===== src/rtl/ising_csr_pkg.sv =====
// Shared address map, response codes and run-state encoding for the Ising CSR responder.
package ising_csr_pkg;

  localparam int unsigned ADDR_STRIDE = 32;
  localparam int unsigned STRIDE_LSB  = $clog2(ADDR_STRIDE);

  localparam logic [31:0] START_ADDR       = 32'h0000_0000;
  localparam logic [31:0] CTR_CUTOFF_ADDR  = 32'h0000_0020;
  localparam logic [31:0] CTR_MAX_ADDR     = 32'h0000_0040;
  localparam logic [31:0] STATUS_ADDR      = 32'h0000_0060;
  localparam logic [31:0] PHASE_ADDR_BASE  = 32'h0001_0000;
  localparam logic [31:0] WEIGHT_ADDR_BASE = 32'h0002_0000;

  localparam logic [1:0] RESP_OKAY   = 2'b00;
  localparam logic [1:0] RESP_SLVERR = 2'b10;

  typedef enum logic [1:0] {
    IDLE = 2'd0,
    RUN  = 2'd1,
    DONE = 2'd2
  } run_state_e;

  // Array regions are 64 KiB windows; entries sit on stride boundaries only.
  function automatic logic in_region(input logic [31:0] addr, input logic [31:0] base);
    return (addr[31:16] == base[31:16]) && (addr[STRIDE_LSB-1:0] == '0);
  endfunction

  function automatic logic [10:0] entry_idx(input logic [31:0] addr);
    return 11'(addr[15:0] >> STRIDE_LSB);
  endfunction

endpackage


===== src/rtl/ising_run_ctrl.sv =====
// Anneal-window FSM: IDLE/RUN/DONE, 32-bit run counter, cutoff compare, phase latch at counter==ctr_max.
// Outputs are decoded from registered state (zero added latency); START always wins over the final match.
module ising_run_ctrl
  import ising_csr_pkg::*;
#(
  parameter int N = 6
) (
  input  logic          clk,
  input  logic          rst_n,
  input  logic          i_start_vld,
  input  logic          i_start_go,
  input  logic [31:0]   i_ctr_cutoff,
  input  logic [31:0]   i_ctr_max,
  input  logic [N-1:0]  i_phase,
  output logic          o_run,
  output logic          o_sample_en,
  output logic          o_done,
  output logic [N-1:0]  o_phase_q
);

  run_state_e r_state;
  run_state_e w_state_nxt;
  logic [31:0]  r_ctr;
  logic [N-1:0] r_phase_q;
  logic         w_final;

  assign w_final = (r_state == RUN) && (r_ctr == i_ctr_max) && !i_start_vld;

  always_ff @(posedge clk or negedge rst_n) begin
    if (!rst_n) begin
      r_state <= IDLE;
    end else begin
      r_state <= w_state_nxt;
    end
  end

  always_comb begin
    w_state_nxt = r_state;
    case (r_state)
      IDLE: if (i_start_vld && i_start_go) w_state_nxt = RUN;
      RUN: begin
        if (i_start_vld) begin
          w_state_nxt = i_start_go ? RUN : IDLE;
        end else if (r_ctr == i_ctr_max) begin
          w_state_nxt = DONE;
        end
      end
      DONE: if (i_start_vld && i_start_go) w_state_nxt = RUN;
      default: w_state_nxt = IDLE;
    endcase
  end

  always_ff @(posedge clk or negedge rst_n) begin
    if (!rst_n) begin
      r_ctr     <= '0;
      r_phase_q <= '0;
    end else begin
      if (i_start_vld && i_start_go) begin
        r_ctr <= '0;
      end else if ((r_state == RUN) && !i_start_vld && (r_ctr != i_ctr_max)) begin
        r_ctr <= r_ctr + 32'd1;
      end
      if (w_final) begin
        r_phase_q <= i_phase;
      end
    end
  end

  always_comb begin
    o_run       = 1'b0;
    o_sample_en = 1'b0;
    o_done      = 1'b0;
    case (r_state)
      RUN: begin
        o_run       = 1'b1;
        o_sample_en = (r_ctr >= i_ctr_cutoff);
      end
      DONE:    o_done = 1'b1;
      default: ;
    endcase
  end

  assign o_phase_q = r_phase_q;

endmodule


===== src/rtl/ising_csr_resp.sv =====
// Ising register-file responder: address decode, weight registers, 1-cycle registered read mux, no read backpressure.
// Optional ISING_RESP_WEIGHT_RDBACK_EN builds the weight readback mux; otherwise weight reads return 0/OKAY.
module ising_csr_resp
  import ising_csr_pkg::*;
#(
  parameter int N           = 6,
  parameter int NUM_WEIGHTS = 3,
  parameter logic [NUM_WEIGHTS-1:0] WEIGHT_RST = '0,
  localparam int NUM_PAIRS  = N * (N - 1) / 2
) (
  input  logic                             clk,
  input  logic                             axi_rstn,
  input  logic                             wr_valid,
  input  logic [31:0]                      wr_addr,
  input  logic [31:0]                      wdata,
  input  logic                             arvalid_q,
  input  logic [31:0]                      araddr_q,
  input  logic                             rready,
  output logic                             rvalid,
  output logic [1:0]                       rresp,
  output logic [31:0]                      rdata,
  output logic [NUM_PAIRS*NUM_WEIGHTS-1:0] weights_o,
  output logic                             run_o,
  output logic                             sample_en_o,
  input  logic [N-1:0]                     phase_i
);

  localparam logic [10:0] NUM_PAIRS_L = 11'(NUM_PAIRS);
  localparam logic [10:0] N_L         = 11'(N);

  logic [NUM_PAIRS*NUM_WEIGHTS-1:0] r_weights;
  logic [31:0] r_ctr_cutoff;
  logic [31:0] r_ctr_max;
  logic        r_rvalid;
  logic [1:0]  r_rresp;
  logic [31:0] r_rdata;

  logic        w_run;
  logic        w_done;
  logic [N-1:0] w_phase_q;
  logic        w_wr_start;
  logic        w_wr_cut;
  logic        w_wr_max;
  logic        w_wr_wt;
  logic [10:0] w_wr_idx;
  logic [10:0] w_rd_idx;
  logic [31:0] w_rd_dat;
  logic [1:0]  w_rd_resp;
  logic        w_unused;

  // rready is reserved: reads are never stalled.
  assign w_unused = rready;

  assign w_wr_idx   = entry_idx(wr_addr);
  assign w_rd_idx   = entry_idx(araddr_q);
  assign w_wr_start = wr_valid && (wr_addr == START_ADDR);
  assign w_wr_cut   = wr_valid && (wr_addr == CTR_CUTOFF_ADDR) && !w_run;
  assign w_wr_max   = wr_valid && (wr_addr == CTR_MAX_ADDR) && !w_run;
  assign w_wr_wt    = wr_valid && in_region(wr_addr, WEIGHT_ADDR_BASE) &&
                      (w_wr_idx < NUM_PAIRS_L) && !w_run;

  ising_run_ctrl #(.N(N)) u_run_ctrl (
    .clk          (clk),
    .rst_n        (axi_rstn),
    .i_start_vld  (w_wr_start),
    .i_start_go   (wdata[0]),
    .i_ctr_cutoff (r_ctr_cutoff),
    .i_ctr_max    (r_ctr_max),
    .i_phase      (phase_i),
    .o_run        (w_run),
    .o_sample_en  (sample_en_o),
    .o_done       (w_done),
    .o_phase_q    (w_phase_q)
  );

  always_ff @(posedge clk or negedge axi_rstn) begin
    if (!axi_rstn) begin
      r_weights    <= {NUM_PAIRS{WEIGHT_RST}};
      r_ctr_cutoff <= '0;
      r_ctr_max    <= '0;
    end else begin
      if (w_wr_cut) r_ctr_cutoff <= wdata;
      if (w_wr_max) r_ctr_max    <= wdata;
      if (w_wr_wt) begin
        for (int k = 0; k < NUM_PAIRS; k++) begin
          if (w_wr_idx == 11'(k)) begin
            r_weights[k*NUM_WEIGHTS +: NUM_WEIGHTS] <= wdata[NUM_WEIGHTS-1:0];
          end
        end
      end
    end
  end

  always_comb begin
    w_rd_dat  = '0;
    w_rd_resp = RESP_SLVERR;
    if (araddr_q == START_ADDR) begin
      w_rd_dat  = {31'b0, w_run};
      w_rd_resp = RESP_OKAY;
    end else if (araddr_q == CTR_CUTOFF_ADDR) begin
      w_rd_dat  = r_ctr_cutoff;
      w_rd_resp = RESP_OKAY;
    end else if (araddr_q == CTR_MAX_ADDR) begin
      w_rd_dat  = r_ctr_max;
      w_rd_resp = RESP_OKAY;
    end else if (araddr_q == STATUS_ADDR) begin
      w_rd_dat  = {30'b0, w_done, w_run};
      w_rd_resp = RESP_OKAY;
    end else if (in_region(araddr_q, PHASE_ADDR_BASE) && (w_rd_idx < N_L)) begin
      w_rd_resp = RESP_OKAY;
      for (int i = 0; i < N; i++) begin
        if (w_rd_idx == 11'(i)) w_rd_dat = {31'b0, w_phase_q[i]};
      end
    end else if (in_region(araddr_q, WEIGHT_ADDR_BASE) && (w_rd_idx < NUM_PAIRS_L)) begin
      w_rd_resp = RESP_OKAY;
`ifdef ISING_RESP_WEIGHT_RDBACK_EN
      for (int k = 0; k < NUM_PAIRS; k++) begin
        if (w_rd_idx == 11'(k)) begin
          w_rd_dat = {{(32-NUM_WEIGHTS){1'b0}}, r_weights[k*NUM_WEIGHTS +: NUM_WEIGHTS]};
        end
      end
`else
      w_rd_dat = '0;
`endif
    end
  end

  // Read data registers off pre-edge state, so a same-edge write returns the old value.
  always_ff @(posedge clk or negedge axi_rstn) begin
    if (!axi_rstn) begin
      r_rvalid <= 1'b0;
      r_rresp  <= RESP_OKAY;
      r_rdata  <= '0;
    end else begin
      r_rvalid <= arvalid_q;
      if (arvalid_q) begin
        r_rdata <= w_rd_dat;
        r_rresp <= w_rd_resp;
      end
    end
  end

  assign rvalid    = r_rvalid;
  assign rresp     = r_rresp;
  assign rdata     = r_rdata;
  assign weights_o = r_weights;
  assign run_o     = w_run;

endmodule


===== config.mk =====
export PLATFORM = sky130hd
export DESIGN_NAME = ising_csr_resp
export DESIGN_NICKNAME = d
export VERILOG_FILES = /design/src/rtl/ising_csr_pkg.sv /design/src/rtl/ising_run_ctrl.sv /design/src/rtl/ising_csr_resp.sv
export SDC_FILE = /design/constraint.sdc
export NUM_CORES = 1
export LEC_CHECK = 0
export BUFFER_PORTS_ARGS = -buffer_cell sky130_fd_sc_hd__buf_2
export CAP_MARGIN = 5
export CELL_PAD_IN_SITES_DETAIL_PLACEMENT = 0
export CELL_PAD_IN_SITES_GLOBAL_PLACEMENT = 1
export CORE_MARGIN = 4
export CORE_UTILIZATION = 35
export DETAILED_ROUTE_END_ITERATION = 8
export MAX_ROUTING_LAYER = met4
export PLACE_DENSITY_LB_ADDON = 0.1
export RECOVER_POWER = 25
export SETUP_SLACK_MARGIN = 0.05
export SLEW_MARGIN = 5
export SYNTH_ARGS = -nofsm -noshare
export SYNTH_HDL_FRONTEND = slang
export SYNTH_SLANG_ARGS = --single-unit

===== constraint.sdc =====
create_clock -name clk -period 3.15 [get_ports clk]
set_clock_uncertainty 0.15 [all_clocks]
set_input_delay 0 -clock clk [delete_from_list [all_inputs] [get_ports clk]]
set_output_delay 0 -clock clk [all_outputs]
set_load 0.05 [all_outputs]

Word-level counts from Yosys, hierarchy flattened. Cells that the tools add are included.

$add $sub $neg: 1. Magnitude comparators: 4. Equal/unequal tests: 33. Muxes and demuxes: 27. Reductions and logical operators: 45.

Operator list (number): two-way mux 32 bit (12); equality test 32 x 7 -> 1 bit (second input constant) (3); equality test 11 x 4 -> 1 bit (second input constant) (7); equality test 11 x 3 -> 1 bit (second input constant) (6); equality test 32 x 6 -> 1 bit (second input constant) (2); logical NOT 32 bit (2); equality test 11 x 2 -> 1 bit (second input constant) (4); adder 32 x 1 -> 32 bit (second input constant) (1); equality test 16 x 2 -> 1 bit (second input constant) (2); equality test 32 bit (1); >= comparator 32 bit (1); inequality test 32 bit (1); AND reduction 2 bit (16); equality test 11 x 1 -> 1 bit (second input constant) (2); logical NOT 11 bit (2); less-than comparator 11 x 4 -> 1 bit (second input constant) (2); logical AND 1 bit (18); two-way mux 2 bit (9); equality test 16 x 1 -> 1 bit (second input constant) (1); less-than comparator 11 x 3 -> 1 bit (second input constant) (1); logical NOT 5 bit (2); two-way mux 1 bit (5); case mux 2 bit (2 select lines) (1); inequality test 3 x 2 -> 1 bit (second input constant) (1); 7 further kinds (8).

Register bits after elaboration: 184. Bits of input ports: 107. Output and inout bits: 82. Word-level logic and storage cells: 133.

Logic depth before layout (Yosys ltp).
Depth after elaboration: 12. Mapped depth: 8. Depth with buffers taken out: 8.

Hierarchy. From an unflattened synthesis, not the netlist that was laid out.

Cell total of the unflattened synthesis: 790. Area total of the unflattened synthesis: 9153.8 um^2.

Modules (own cells, without submodules): ising_csr_resp (times used 1, cells an instance 421, area an instance 5958.2 um^2, seq. area each 3578.4 um^2); ising_run_ctrl (times used 1, cells an instance 369, area an instance 3195.6 um^2, seq. area each 1001.0 um^2).

Least setup slack after synthesis. OpenSTA, ideal clock, no wires.

Kind: reg2out. From: register u_run_ctrl.r_ctr[0]. To: output port sample_en_o. Arrival: 2168 ps. Data required time: 3000 ps. Setup slack: 832 ps. Stages on the path, launching flop included: 9. Buffers on the path: 0. Cells stage by stage: dfrtp_1 > inv_1 > ha_1 > nor2b_1 > o21ai_0 > a21oi_1 > o41ai_1 > o21ai_0 > a21oi_1.

Word-level cells in the longest chain between the ends: 2.

Ends and longest elaborated chain: from (decl) (RTL line ising_run_ctrl.sv:23) `logic [31:0] r_ctr;`; from (signal assigned) (RTL line ising_run_ctrl.sv:61) `r_ctr <= r_ctr + 32'd1;`; >= comparator 32 bit (RTL line ising_run_ctrl.sv:76) `o_sample_en = (r_ctr >= i_ctr_cutoff);`; two-way mux 1 bit (RTL line ising_run_ctrl.sv:73) `case (r_state)`; to (decl) (RTL line ising_csr_resp.sv:24) `output logic sample_en_o,`.

Every way passes these cells.

Final worst setup path.
From: register u_run_ctrl.r_ctr[27]. To: output port sample_en_o.

The elaborated chain is that of the path after synthesis.

==> impl_metrics.toml <==
[logic_synthesis]
synth_common_cells = "dfrtp_1, mux2_2, inv_1, nand2_1, ha_1"
synth_most_common_cell = "dfrtp_1"
synth_ff_type = "dfrtp_1"
syn_inst = 825
synthArstFlopShare = 1.00
syn_area_mm2 = 0.00936
ys_seq_area_frac = 0.489
yosysUniqueCellTypes = 61
synthTopCellsByArea = "dfrtp_1, mux2_2, ha_1, xor2_1, inv_1"
synth_top_cell_area_share = 0.489
yosys_register_bits = 183
yosys_warnings = 0
synth_area_per_cell_um2 = 11.3
syn_nets = 965
synth-edff-count = 0
yosysTopAreaCell = "dfrtp_1"

[global_route]
grt_overflow = 0
grt_max_degree = 66
grt_pass1_vias = 7576
grt_antenna_before_repair = 0
grt_usage = 0.188
grt_pass1_wl_mm = 41.9

[timing]
rsz0062_at_grt = "no"
finalSetupViolations = 0
timing.hold.ws_ps = 19.5
fin_crit_ps = 2960
max_slew_margin = -0.188
min_period_over_period = 0.938
worst_pin_slew_ps = 1780
max_freq_ghz = 0.338
setup_ws_ps = 194
finalHoldViolCount = 0
final_max_slew_viol_count = 65
setup_tns_ps = 0

[detailed_routing]
wl_per_cell_um = 18.6
dr.pass1.iters = 4
drtIter0Drc = 313
wirelength_mm = 26.4
drc = 0
viasPerCell = 5.08
vias = 7217
drt.antenna.violating_nets = 0

[power_and_ir_drop]
vdd_drop_max_mv = 0.339
p_leak_nw = 5.79
powerDensity_mw_per_mm2 = 403
finalPower_mw = 4.75

[final_layout]
fin_cells = 1420
areaGrowthSynthToFinish_pct = 25.9
design_area_mm2 = 0.0118
nNetsFinal = 1212
diodes = 0
fin_util = 0.450
drive_gt1_frac = 0.276

[setup_path]
crit_type = "reg -> out"
crit_arrival_ps = 2810
worstPathRequired_ps = 3000
r2r_setup_slack_ps = 290
r2r_cells = 7
r2r-start = "u_run_ctrl.r_state[0]"
endpoint = "sample_en_o"
r2r-end = "weights_o[10]"
critPathMaxFanout = 8
cp-startpoint = "u_run_ctrl.r_ctr[27]"
cp-end-kind = "output port"
cp-start-kind = "register"

[clock_network]
insertion_delay_ps = 430
clock_sinks = 183
cts_setup_buffers = 0
htreeDepth = 4
cts_tree = "done"
cts_buffer_depth = 2
cts_root_buf = "clkbuf_16"
cts_made_buffers = 17
clk_pin_slew_ps = 70

[outcome]
status = "finished, violations left"
violations = "capacitance limit, slew limit"

[flow_run]
cap_viol_max_count = 1

[place]
place_hpwl_mm = 19.0
placedCellCount = 1328
place_congestion = 0.804
dpl_cell_area_mm2 = 0.0107
numPortBuffers = 186
dp_slack_ps = 576

[floorplan]
coreArea_mm2 = 0.0262
initial_core_util = 0.357
ioPinCount = 189
die_w_um = 172
die_h_um = 172
die_area_mm2 = 0.0294
floorplan.rows = 59

[worst_hold_path]
hp-class = "in -> reg"
logic make-up after synthesis:
logic type | synth area share
simple gates | 0.119
flops | 0.489
compound gates | 0.109
mux | 0.156
buf+inv | 0.0507
xor+xnor | 0.0318
fa+ha+maj | 0.0441
other cells | 0.000401
timing repair:
item,in CTS,in global routing
endpoints found under the setup margin,0,4
hold buffers,60,0
resized for setup,0,3
endpoints found under the hold margin,251,0
critical path, stage by stage (launching register included):
cell and delay [ps]:
dfrtp_1 500, ha_1 360, a2111oi_0 370, o21ai_0 160, a31o_2 270, a221oi_1 370
a21oi_1 120, clkbuf_4 240
final cells by class:
type,count,area (µm²)
multi-input combinational,531,4330
fill,2556,14400
sequential,183,4580
clock inverter,14,136
clock buffer,18,439
inverter,71,267
timing repair buffer,268,1610
tap,335,419
report_power, final:
part / switching [mW] / internal [mW] / leakage (nW) / total (mW)
Combinational: 0.148 / 0.114 / 2.98 / 0.262
Clock: 1.06 / 1.07 / 0.279 / 2.13
Sequential: 0.00117 / 2.35 / 2.53 / 2.35
worst min-delay path by stage:
stage / cells past startpoint / startpoint / endpoint
floorplan: 0 / axi_rstn / r_ctr_cutoff[0]
global placement: 1 / axi_rstn / rdata[26]
detailed placement: 1 / axi_rstn / rdata[28]
CTS: 3 / araddr_q[5] / rdata[0]
global route: 3 / araddr_q[5] / rdata[0]
finish: 6 / araddr_q[11] / rdata[0]
placed cells by master, fill, tap and decap left out, types with 4 or more instances in the layout:
cell	count
dfrtp_1	183
dlygate4sd3_1	60
inv_1	71
and4_1	9
clkbuf_1	80
xor2_1	32
a21oi_1	19
inv_8	5
buf_2	105
and3_1	8
buf_4	20
nand3_1	7
nand4_1	24
a22oi_1	30
a41o_1	8
nand2b_1	9
o41ai_1	4
nor2b_1	5
mux2i_1	13
clkbuf_16	17
nor4_2	4
nand2_1	58
nor2_1	23
nor3_1	7
a31oi_1	9
a31o_2	4
a21o_1	8
nor4_1	15
ha_1	33
o22ai_1	31
o31ai_1	4
mux2_2	113
o21ai_0	9
state kept, by name, summed over array words and instances, names as in the netlist:
register	cells
weights_o	45
r_ctr_cutoff	32
u_run_ctrl.r_ctr	32
u_run_ctrl.r_state	2
rresp	1
rvalid	1
r_ctr_max	32
u_run_ctrl.o_phase_q	6
rdata	32
per-layer routing:
| layer | share of wire | track usage |
|---|---|---|
| met4 | 0.011 | 0.0462 |
| met1 | 0.45 | 0.236 |
| met3 | 0.044 | 0.0372 |
| met5 | 0 | - |
| met2 | 0.50 | 0.313 |
(Power assumes the default switching activity.)
